`src/rtl/decoder_3_8_seq_if.sv`:
```
// Handshake and one-hot output bundle for decoder_3_8_seq.
// The master drives indices in and watches the decoded strobes; the slave is the decoder.
interface decoder_3_8_seq_if;
   logic       in_valid;
   logic       in_ready;
   logic [2:0] in_idx;
   logic [7:0] out;
   logic       out_valid;
   logic       done;

   modport master (
      output in_valid, in_idx,
      input  in_ready, out, out_valid, done
   );

   modport slave (
      input  in_valid, in_idx,
      output in_ready, out, out_valid, done
   );
endinterface

```
`src/rtl/decoder_3_8_seq.sv`:
```
// Registered 3-to-8 one-hot decoder with a valid/ready input and HOLD-cycle strobes.
//
// state | meaning
// IDLE  | nothing driven, out = 0, ready for an index
// DRIVE | one-hot code on out; cnt counts the remaining cycles down to 0
module decoder_3_8_seq #(
   parameter int HOLD  = 4,
   parameter int CNT_W = 8
) (
   input logic              clk,
   input logic              rst,
   input logic              clr,
   decoder_3_8_seq_if.slave bus
);

   typedef enum logic {IDLE, DRIVE} state_t;

   state_t             state_q, state_d;
   logic [CNT_W-1:0]   cnt_q, cnt_d;
   logic [7:0]         out_q, out_d;
   logic               in_ready;
   logic               accept;

   // Ready on the last DRIVE cycle too, so consecutive codes follow with no bubble.
   assign in_ready = !rst && !clr && (state_q == IDLE || cnt_q == '0);
   assign accept   = bus.in_valid && in_ready;

   always_comb begin
      state_d = state_q;
      cnt_d   = cnt_q;
      out_d   = out_q;
      if (clr) begin
         state_d = IDLE;
         cnt_d   = '0;
         out_d   = 8'h00;
      end else if (accept) begin
         state_d = DRIVE;
         cnt_d   = CNT_W'(HOLD - 1);
         out_d   = 8'b1 << bus.in_idx;
      end else if (state_q == DRIVE) begin
         if (cnt_q != '0) begin
            cnt_d = cnt_q - CNT_W'(1);
         end else begin
            state_d = IDLE;
            out_d   = 8'h00;
         end
      end
   end

   always_ff @(posedge clk) begin
      if (rst) begin
         state_q <= IDLE;
         cnt_q   <= '0;
         out_q   <= 8'h00;
      end else begin
         state_q <= state_d;
         cnt_q   <= cnt_d;
         out_q   <= out_d;
      end
   end

   assign bus.in_ready  = in_ready;
   assign bus.out       = out_q;
   assign bus.out_valid = (state_q == DRIVE);
   assign bus.done      = (state_q == DRIVE) && (cnt_q == '0);

endmodule

```
`src/flat_wrapper.sv`:
```
// flat-port wrapper written by rule: the top's interface ports become plain ports
module decoder_3_8_seq_flat 
#(
   parameter int HOLD  = 4,
   parameter int CNT_W = 8
)
  (clk, rst, clr, bus_in_valid, bus_in_idx, bus_in_ready, bus_out, bus_out_valid, bus_done);
  decoder_3_8_seq_if bus_i ();
  input logic clk;
  input logic rst;
  input logic clr;
  input wire logic [$bits(bus_i.in_valid)-1:0] bus_in_valid;
  input wire logic [$bits(bus_i.in_idx)-1:0] bus_in_idx;
  output wire logic [$bits(bus_i.in_ready)-1:0] bus_in_ready;
  output wire logic [$bits(bus_i.out)-1:0] bus_out;
  output wire logic [$bits(bus_i.out_valid)-1:0] bus_out_valid;
  output wire logic [$bits(bus_i.done)-1:0] bus_done;
  assign bus_i.in_valid = bus_in_valid;
  assign bus_i.in_idx = bus_in_idx;
  assign bus_in_ready = bus_i.in_ready;
  assign bus_out = bus_i.out;
  assign bus_out_valid = bus_i.out_valid;
  assign bus_done = bus_i.done;
  decoder_3_8_seq #(.HOLD(HOLD), .CNT_W(CNT_W)) u_core (.clk(clk), .rst(rst), .clr(clr), .bus(bus_i));
endmodule
```
`config.mk`:
```
export PLATFORM = sky130hd
export DESIGN_NAME = decoder_3_8_seq_flat
export DESIGN_NICKNAME = d
export VERILOG_FILES = /design/src/rtl/decoder_3_8_seq_if.sv /design/src/rtl/decoder_3_8_seq.sv /design/src/flat_wrapper.sv
export SDC_FILE = /design/constraint.sdc
export NUM_CORES = 1
export LEC_CHECK = 0
export BUFFER_PORTS_ARGS = -buffer_cell sky130_fd_sc_hd__buf_4
export CORE_MARGIN = 5
export CORE_UTILIZATION = 45
export DETAILED_ROUTE_END_ITERATION = 8
export MAX_ROUTING_LAYER = met4
export PLACE_DENSITY_LB_ADDON = 0.3
export SLEW_MARGIN = 20
export SYNTH_ARGS = -nofsm -noshare
export SYNTH_HDL_FRONTEND = slang
export SYNTH_SLANG_ARGS = --single-unit
```
`constraint.sdc`:
```
create_clock -name clk -period 2.2 [get_ports clk]
set_clock_uncertainty 0.1 [all_clocks]
set_input_delay 0.44 -clock clk [delete_from_list [all_inputs] [get_ports clk]]
set_output_delay 0.44 -clock clk [all_outputs]
set_load 0.01 [all_outputs]
```
Word-level counts from Yosys, hierarchy flattened
Cells that the tools add are included.
W data, S select, Z words.
Cells by class
  add/subtract/negate cells: 1
  multipliers: 0
  div/mod/pow operators: 0
  $lt $le $gt $ge: 0
  eq/ne operators: 1
  shift operators: 1
  muxes and demuxes: 9
  bitwise logic cells: 1
  reduce and logical (&&, ||, !) cells: 16
Operator list (number)
  $mux W8: 3
  $logic_not A8 Y1: 1
  $reduce_bool A8 Y1: 1
  $shl A1 B3 Y8 const A: 1
  $sub A8 B1 Y8 const B: 1
  $mux W2: 3
  $reduce_and A2 Y1: 3
  $logic_and A1 B1 Y1: 4
  $reduce_bool A2 Y1: 2
  $mux W1: 3
  $reduce_or A3 Y1: 1
  $logic_not A1 Y1: 2
  $ne A2 B1 Y1 const B: 1
  $reduce_or A2 Y1: 1
  $logic_or A1 B1 Y1: 1
  $not A1 Y1: 1
Storage, ports and cells
  register bits: 17
  bits in latches: 0
  memory bits (writable): 0
  memory bits (read-only): 0
  bits of input ports: 7
  output and inout bits: 11
  logic and storage cells: 33
  memories kept: 0

Longest topological paths before layout
Gate-level depths: netlist of run 1.
  depth in word-level cells: 6
  gate-level depth with buffers: 7
  mapped depth without buffers: 6

Least setup slack after synthesis of run 1
No wires, ideal clock.
  path type: register -> output
  start: reg u_core.cnt_q[0]
  end: out bus_in_ready
  arrival time: 1.372 ns
  slack: 0.288 ns
  cell stages (with the launch flop): 7
  cells stage by stage: dfxtp_1 -> inv_1 -> ha_1 -> nor3b_2 -> a21boi_2 -> clkbuf_1 -> nor2_1
On the way
  cells in the longest elaborated chain, start to end: 3
RTL lines
  from (decl): line decoder_3_8_seq.sv:19  | logic [CNT_W-1:0] cnt_q, cnt_d;
  from (signal assigned): line decoder_3_8_seq.sv:57  | cnt_q <= cnt_d;
  $logic_not A8 Y1: line decoder_3_8_seq.sv:25  | assign in_ready = !rst && !clr && (state_q == IDLE || cnt_q == '0);
  $logic_or A1 B1 Y1: line decoder_3_8_seq.sv:25
  $logic_and A1 B1 Y1: line decoder_3_8_seq.sv:25
  to (decl): line flat_wrapper.sv:14  | output wire logic [$bits(bus_i.in_ready)-1:0] bus_in_ready;
No other way between the ends.

Worst setup path in the final report of run 1
  start: reg u_core.cnt_q[1]
  end: out bus_in_ready
The elaborated chain is that of the path after synthesis.

==> metrics.csv, run 1 <==
metric;value;unit
status;complete, no violations;
post-DP HPWL;1330;um
Seq/Total Area, Yosys;43.1;%
largest net degree at the start of global routing;11;
Starting Density;46.7;%
hold slack;0.278;ns
Final Hold Violating Endpoints;0;
Synth top area share;43.1;%
post-cts hold buffer count;0;
Synth Area in XOR/XNOR;4.44;%
Hold WC Path Type;in2reg;
fin. max-slew vios;0;
die area;0.00269;mm2
routed len/inst;14.5;um
VDD IR-drop max;0.283;mV
crit share post-route;96.0;%
Distinct cells, synth;33;
final worst path period need;2.11;ns
standard-cell rows;15;
Buffers on Ports;17;
setup slack after layout;0.0886;ns
post-synthesis cell area;790;um2
core box area;0.00169;mm2
DRT iter0 DRCs;15;
Most used DFF post-synth;dfxtp_1;
CTS tree;yes;
clk_lat worst skew;0.28;ns
Post-Synth Simple-Gate Area;25.0;%
Synth Warn #;0;
top-count cell post-synth;dfxtp_1;
CTS sink count;17;
Worst Setup Start Kind;flip-flop;
Synth Area in Adders;3.17;%
Crit Path Max Fanout;4;
Worst-Margin Slew;0.607;ns
Synth Instances;84;
post-route antenna net violation count;0;
main combinational cell family by area after synthesis;simple AND/OR/NAND/NOR gates;
Finished Layout Cells;123;
first-pass GRT wire length;2870;um
num ports;18;
initial antenna violation count;0;
max cap viols;0;
FFs w/ async S/R, synth;0;%
GPL Wtd Cong;0.878;
Post-synth top cells;17 x dfxtp_1, 9 x nor2_1, 7 x nand2_1;
critical-path cell list;inv_1 > ha_1 > nor3b_4 > a21boi_2 > nor2_1 > buf_4;
layout cells sized above 1;30.2;%
Mapped Nets;93;
Via density;5.66;
DRT Pass-1 Iters;4;
Leak;0.393;nW
Yosys top cell by area;dfxtp_1;
Congestion Overflow GR;0;
GRT Total Usage;14.9;%
ANT cells;0;
Crit-path slowest cell;dfxtp_1;
DR vias;696;
clk root buf;clkbuf_4;
Post-Route WL;1780;um
post-synthesis mux area share;1.43;%
CTS max path bufs;2;
Critical Path RT;1.66;ns
Post-synth EDFFs;0;
Cell Pwr Density;566;mW/mm2
H-Tree Depth;1;
fmax;0.474;GHz
area grow syn2layout;25.7;%
pre-CTS setup slack;0.242;ns
most area-consuming cells after synthesis;dfxtp_1 43%, nor2_1 4.3%, nand2_1 3.3%, ha_1 3.2%, nor3_1 3.2%;
Final Net Count;116;
Worst Setup End Kind;output pin;
vias in the first global route;653;
post-synthesis compound-gate area fraction;20.0;%
Num CTS Buffers;3;
Die Y;51.9;um
Setup-failing EPs final;0;
placed insts;116;
Yosys reg bits;17;
clock slew at reported path FFs;0.10;ns
CP max stage delay;0.35;ns
Worst Path Arrival;1.57;ns
DRC Markers;0;
Die Wd;51.9;um
Crit Path Category;reg2out;
Syn Area/Cell;9.40;um2
Slew headroom;58.5;%
==> layout make-up <==
cell class,count,area [um2]
Timing Repair Buffer,21,158
Inverter,3,11.3
Clock inverter,1,5.00
Multi-Input combinational cell,61,433
Tap cell,17,21.3
Clock buffer,3,22.5
Sequential cell,17,342
Fill cell,164,697
==> cell usage in the layout, fill, tap and decap left out, drive strengths merged, types with 3 or more instances in the layout <==
master	count
a211oi	3
a21oi	3
buf	21
clkbuf	3
dfxtp	17
inv	3
nand2	7
nor2	9
nor3	5
o21ai	4
==> metrics by stage <==
step,power [mW],instance area [um2],setup TNS (ns),utilization (%)
4_1_cts,0.559,962,0,57.0
2_1_floorplan,0.367,790,0,-
3_5_place_dp,0.395,935,0,55.3
6_report,0.562,992,0,58.7
3_3_place_gp,0.393,935,0,55.3
5_1_grt,0.589,992,-0.0138,58.7
==> path summary, 6_finish.rpt <==
path | start | end | slack (ns) | cells past startpoint
worst max-delay path | u_core.cnt_q[1]$_SDFFE_PP0P_ | bus_in_ready | 0.09 | 6
worst min register to register | u_core.bus.out[7]$_SDFFE_PP0P_ | u_core.bus.out[7]$_SDFFE_PP0P_ | 0.35 | 2
worst min-delay path | bus_in_idx[1] | u_core.bus.out[5]$_SDFFE_PP0P_ | 0.28 | 2
worst max register to register | u_core.cnt_q[1]$_SDFFE_PP0P_ | u_core.cnt_q[4]$_SDFFE_PP0P_ | 0.15 | 7
==> worst max-delay path: cells and delay by family, from the launching register on <==
family | cells | cell delay, ns
simple gates | 2 | 0.41
flops | 1 | 0.35
buf+inv | 2 | 0.22
fa+ha+maj | 1 | 0.18
compound gates | 1 | 0.12
==> per-layer routing <==
metal	part of all wire [%]	vias up	wire, um	global-route usage [%]
met2	48	21	859	22.2
met3	5.5	2	97	3.72
met4	0.84	0	15	8.30
met1	45	322	806	18.2
met5	0	-	0	-
li1	-	351	-	-
==> report_power, final <==
part | switching, mW | internal [mW] | leakage, nW
logic | 0.0398 | 0.0360 | 0.237
registers | 0.00643 | 0.313 | 0.138
clock network | 0.0993 | 0.0674 | 0.0177
total | 0.145 | 0.416 | 0.393
==> state kept, by name, summed over array words and instances (netlist names) <==
register	count
u_core.cnt_q	8
u_core.bus.out	8
u_core.bus.out_valid	1
==> cell families (layout without fill, tap and decap cells) <==
group	Yosys count	in the layout
buffers and inverters	6	28
multiplexers	1	1
AO/OA/AOI/OAI	20	20
XOR/XNOR	4	4
AND/OR/NAND/NOR	34	34
adder cells (fa/ha/maj)	2	2
flip-flops	17	17
==> repair_timing <==
| action | CTS | global route |
|---|---|---|
| hold endpoints to repair | 0 | 0 |
| endpoints found under the setup margin | 0 | 2 |
| resized for setup | 0 | 2 |
| buffers inserted | 0 | 3 |
Note: power is estimated with default switching activity, not from simulation.
==> run 2: changes to the inputs <==
Settings changed: CORE_MARGIN 5 to 2.
==> metrics.csv, run 2 (same netlist as run 1, synthesis figures left out) <==
metric;value;unit;change
Area after DPL;935;um2;unchanged
clock slew at reported path FFs;0.09;ns;about the same
Congestion Overflow GR;0;;unchanged
first-pass GRT wire length;2670;um;-7.0%
CTS sink count;17;;unchanged
Starting Density;46.7;%;unchanged
Cell Pwr Density;565;mW/mm2;-0.29%
Fillers;164;;unchanged
pre-CTS setup slack;0.250;ns;+0.00789 ns
critical-path cell list;inv_1 > ha_1 > nor3b_4 > a21boi_2 > nor2_1 > buf_4;;
routed len/inst;13.6;um;-5.9%
core box area;0.00169;mm2;unchanged
CTS max path bufs;2;;unchanged
Buffers on Ports;17;;unchanged
Worst-Margin Slew;0.570;ns;-0.0369 ns
TNS Setup;0;ns;unchanged
Slew headroom;62.0;%;+3.5 points
Die Y;45.9;um;-12%
Die Wd;45.9;um;-12%
area of the multi-input gates;433;um2;unchanged
VDD IR-drop max;0.291;mV;+3.0%
die area;0.00211;mm2;-22%
DRC Markers;0;;unchanged
CTS tree;yes;;
Num CTS Buffers;3;;unchanged
DRT Pass-1 Iters;4;;unchanged
CP max stage delay;0.36;ns;about the same
status;complete, no violations;;
most frequent cells in the layout;19 x buf_4, 17 x dfxtp_1, 9 x nor2_1;;
fin. max-slew vios;0;;unchanged
fmax;0.475;GHz;+0.21%
commonest non-fill, non-tap cell in the layout;buf_4;;
Leak;0.381;nW;-3.0%
largest net degree at the start of global routing;10;;-1
area grow syn2layout;23.5;%;
standard-cell rows;15;;unchanged
Post-Route WL;1650;um;-7.4%
Via density;5.76;;+1.8%
Final Net Count;114;;-1.7%
final worst path period need;2.11;ns;-0.00444 ns
ANT cells;0;;unchanged
DRT iter0 DRCs;9;;-6
final instance area;975;um2;-1.8%
Setup-failing EPs final;0;;unchanged
unrepaired setup endpoints after global routing;no;;
crit share post-route;95.8;%;-0.20 points
post-route antenna net violation count;0;;unchanged
initial antenna violation count;0;;unchanged
vias in the first global route;644;;-1.4%
num ports;18;;unchanged
setup slack after layout;0.0930;ns;+0.00444 ns
Critical Path RT;1.66;ns;about the same
Worst Setup Start Kind;flip-flop;;
hold slack;0.287;ns;+0.00917 ns
Crit-path slowest cell;dfxtp_1;;
Crit Path Category;reg2out;;
total power;550;uW;-2.0%
DR vias;697;;+0.14%
placed insts;116;;unchanged
post-DP HPWL;1260;um;-5.2%
max cap viols;0;;unchanged
H-Tree Depth;1;;unchanged
clk_lat worst skew;0.28;ns;about the same
clk root buf;clkbuf_4;;
Hold WC Path Type;in2reg;;
Worst Path Arrival;1.57;ns;about the same
Finished Layout Cells;121;;-1.6%
Crit Path Max Fanout;5;;+1
Final Hold Violating Endpoints;0;;unchanged
Worst Setup End Kind;output pin;;
Util after Layout;57.7;%;-1.0 points
register area;340;um2;-0.37%
GPL Wtd Cong;0.883;;+0.52%
layout cells sized above 1;26.9;%;-3.3 points
GRT Total Usage;18.4;%;+3.6 points
[run 2: changes by cell type in the layout (fill, tap and decap cells not counted), sizes merged]
| cell | delta |
|---|---|
| buf | -2 |
| clkbuf | +1 |
| clkinv | -1 |
[run 2: worst paths after layout]
path	slack, ns	start	cells past startpoint	endpoint
worst max-delay path	0.09	u_core.cnt_q[0]$_SDFFE_PP0P_	6	bus_in_ready
worst min-delay path	0.29	bus_in_idx[1]	2	u_core.bus.out[5]$_SDFFE_PP0P_
worst max register to register	0.23	u_core.cnt_q[0]$_SDFFE_PP0P_	8	u_core.cnt_q[4]$_SDFFE_PP0P_
worst min register to register	0.35	u_core.bus.out[6]$_SDFFE_PP0P_	2	u_core.bus.out[6]$_SDFFE_PP0P_
[run 2: critical path: cells and delay by family (launching register included)]
family                     cells  cell delay (ns)
AOI/OAI and AO/OA              1             0.11
adders and majority gates      1             0.17
and+or+nand+nor                2             0.42
DFF                            1             0.36
buffers and inverters          2             0.22
[run 2: routing by layer]
| layer | vias up | GRT usage (%) | wire, um | part of all wire, % |
|---|---|---|---|---|
| met5 | - | - | 0 | 0 |
| met4 | 0 | 8.57 | 13 | 0.79 |
| met1 | 326 | 21.8 | 735 | 45 |
| li1 | 354 | - | - | - |
| met2 | 15 | 29.7 | 827 | 50 |
| met3 | 2 | 3.57 | 70 | 4.3 |
[run 2: cell type report]
| type | instances | area share [%] |
|---|---|---|
| multi-input combinational | 61 | 44.4 |
| inverter | 3 | 1.16 |
| tap | 17 | 2.18 |
| sequential | 17 | 34.9 |
| clock buffer | 4 | 2.70 |
| timing repair buffer | 19 | 14.6 |
[run 2: power breakdown]
part | total, mW | internal [mW] | switching [mW]
sequential | 0.319 | 0.313 | 0.00640
combinational | 0.0715 | 0.0334 | 0.0381
clock | 0.160 | 0.0703 | 0.0894
[run 2: repair_timing]
item | in CTS | in global routing
buffers inserted | 1 | 0
setup endpoints to repair | 1 | 2
pin swaps | 1 | 0
hold endpoints to repair | 0 | 0
gates resized for setup | 0 | 1
hold buffers | 0 | 0
==> run 3: changes to the inputs <==
Settings changed: CAP_MARGIN set to 40, MAX_ROUTING_LAYER met4 to not set, SETUP_SLACK_MARGIN set to 0.1.
==> metrics.csv, run 3 (same netlist as run 1, synthesis figures left out) <==
metric;value;unit;change
status;complete, no violations;;
fmax;0.487;GHz;+2.7%
Worst Path Arrival;1.51;ns;-0.06 ns
final instance area;0.00101;mm2;+3.3%
unrepaired setup endpoints after global routing;no;;
Worst Setup End Kind;output pin;;
H-Tree Depth;1;;unchanged
die area;0.00211;mm2;unchanged
num ports;18;;unchanged
Leak;0.393;nW;+3.0%
Post-Route WL;1730;um;+4.9%
DRC Markers;0;;unchanged
Congestion Overflow GR;0;;unchanged
largest net degree at the start of global routing;10;;unchanged
Crit Path Max Fanout;5;;unchanged
Hold WC Path Type;in2reg;;
GRT Total Usage;18.3;%;-0.12 points
total power;559;uW;+1.6%
first-pass GRT wire length;2730;um;+2.3%
register area;345;um2;+1.5%
VDD IR-drop max;0.289;mV;-0.59%
TNS Setup;0;ns;unchanged
layout cells sized above 1;32.1;%;+5.2 points
core box area;0.00169;mm2;unchanged
met3 usage;3.57;%;unchanged
Crit path max-delay family;simple AND/OR/NAND/NOR gates;;
Cell Pwr Density;555;mW/mm2;-1.6%
Area after DPL;935;um2;unchanged
CTS sink count;17;;unchanged
standard-cell rows;15;;unchanged
vias in the first global route;652;;+1.2%
post-cts hold buffer count;0;;unchanged
clk root buf;clkbuf_4;;
CP max stage delay;0.34;ns;-0.02 ns
most frequent cells in the layout;21 x buf_4, 15 x dfxtp_1, 9 x nor2_1;;
fin. max-slew vios;0;;unchanged
post-route antenna net violation count;0;;unchanged
initial antenna violation count;0;;unchanged
area grow syn2layout;27.6;%;
met1 Use GR;22.1;%;+0.24 points
critical-path cell list;inv_1 > ha_4 > nor3b_4 > a21boi_2 > nor2_1 > buf_4;;
routed len/inst;14.0;um;+3.2%
Buffers on Ports;17;;unchanged
hold slack;0.279;ns;-0.00770 ns
setup slack after layout;0.148;ns;+0.0548 ns
post-DP HPWL;1260;um;unchanged
clk_lat worst skew;0.28;ns;about the same
final worst path period need;2.05;ns;-0.0548 ns
DRT iter0 DRCs;10;;+1
Crit Path Category;reg2out;;
grt peak-use layer;met2;;
max cap viols;0;;unchanged
Fillers;166;;+1.2%
Starting Density;46.7;%;unchanged
area of the multi-input gates;445;um2;+2.9%
DRT Pass-1 Iters;4;;unchanged
DR vias;701;;+0.57%
CP bufs+invs;2;;unchanged
Num CTS Buffers;3;;unchanged
pre-CTS setup slack;0.250;ns;unchanged
Die Wd;45.9;um;unchanged
met2 Use GR;30.8;%;+1.1 points
Slew headroom;62.3;%;+0.31 points
Crit-path slowest cell;dfxtp_2;;
Final Hold Violating Endpoints;0;;unchanged
Worst-Margin Slew;0.565;ns;-0.00460 ns
Final Net Count;116;;+1.8%
CTS max path bufs;2;;unchanged
CTS tree;yes;;
ANT cells;0;;unchanged
Die Y;45.9;um;unchanged
GPL Wtd Cong;0.869;;-1.6%
clock slew at reported path FFs;0.10;ns;about the same
commonest non-fill, non-tap cell in the layout;buf_4;;
Worst Setup Start Kind;flip-flop;;
Setup-failing EPs final;0;;unchanged
Critical Path RT;1.66;ns;about the same
Via density;5.70;;-1.1%
crit share post-route;93.3;%;-2.5 points
==> run 3: changes by cell type in the layout (fill, tap and decap cells not counted), sizes merged <==
cell  change
buf       +2
==> run 3: repair_timing <==
| action | 4_1_cts | 5_1_grt |
|---|---|---|
| pin swaps | 1 | 2 |
| endpoints found under the setup margin | 2 | 2 |
| buffers inserted | 1 | 2 |
| gates resized for setup | 1 | 6 |
==> run 3: power breakdown <==
part / internal, mW / leakage [nW] / switching, mW / total [mW]
logic: 0.0380 / 0.239 / 0.0415 / 0.0795
registers: 0.312 / 0.139 / 0.00542 / 0.318
clock network: 0.0703 / 0.0150 / 0.0918 / 0.162
total: 0.421 / 0.393 / 0.139 / 0.559
==> run 3: final timing paths <==
kind	endpoint	from	slack, ns	cells past startpoint
worst max register to register	u_core.cnt_q[4]$_SDFFE_PP0P_	u_core.cnt_q[1]$_SDFFE_PP0P_	0.27	8
worst max-delay path	bus_in_ready	u_core.cnt_q[1]$_SDFFE_PP0P_	0.15	6
worst min register to register	u_core.bus.out[6]$_SDFFE_PP0P_	u_core.bus.out[6]$_SDFFE_PP0P_	0.35	2
worst min-delay path	u_core.bus.out[4]$_SDFFE_PP0P_	bus_in_idx[1]	0.28	2
==> run 3: worst register-to-register path, delay by kind of cell, from the launching register on <==
kind | cells | cell delay [ns]
flip-flops | 1 | 0.34
AO/OA/AOI/OAI | 2 | 0.40
buffers and inverters | 3 | 0.44
AND/OR/NAND/NOR | 2 | 0.38
adder cells (fa/ha/maj) | 1 | 0.15
==> run 3: layout make-up <==
class	count	share of cell area [%]
repair buffers	21	15.7
inverters	3	1.12
flip-flops and latches	17	34.3
well taps	17	2.11
clock buffers	4	2.61
multi-input cells	61	44.2
==> run 3: routing by layer <==
layer,routed length [um],vias up
met5,0,-
met4,13,0
met3,110,2
met2,878,20
met1,726,321
li1,-,358
==> run 3: stage by stage <==
stage	instances	util, %
2_1_floorplan	84	-
3_3_place_gp	116	55.3
3_5_place_dp	116	55.3
4_1_cts	121	57.7
5_1_grt	123	59.6
6_report	123	59.6
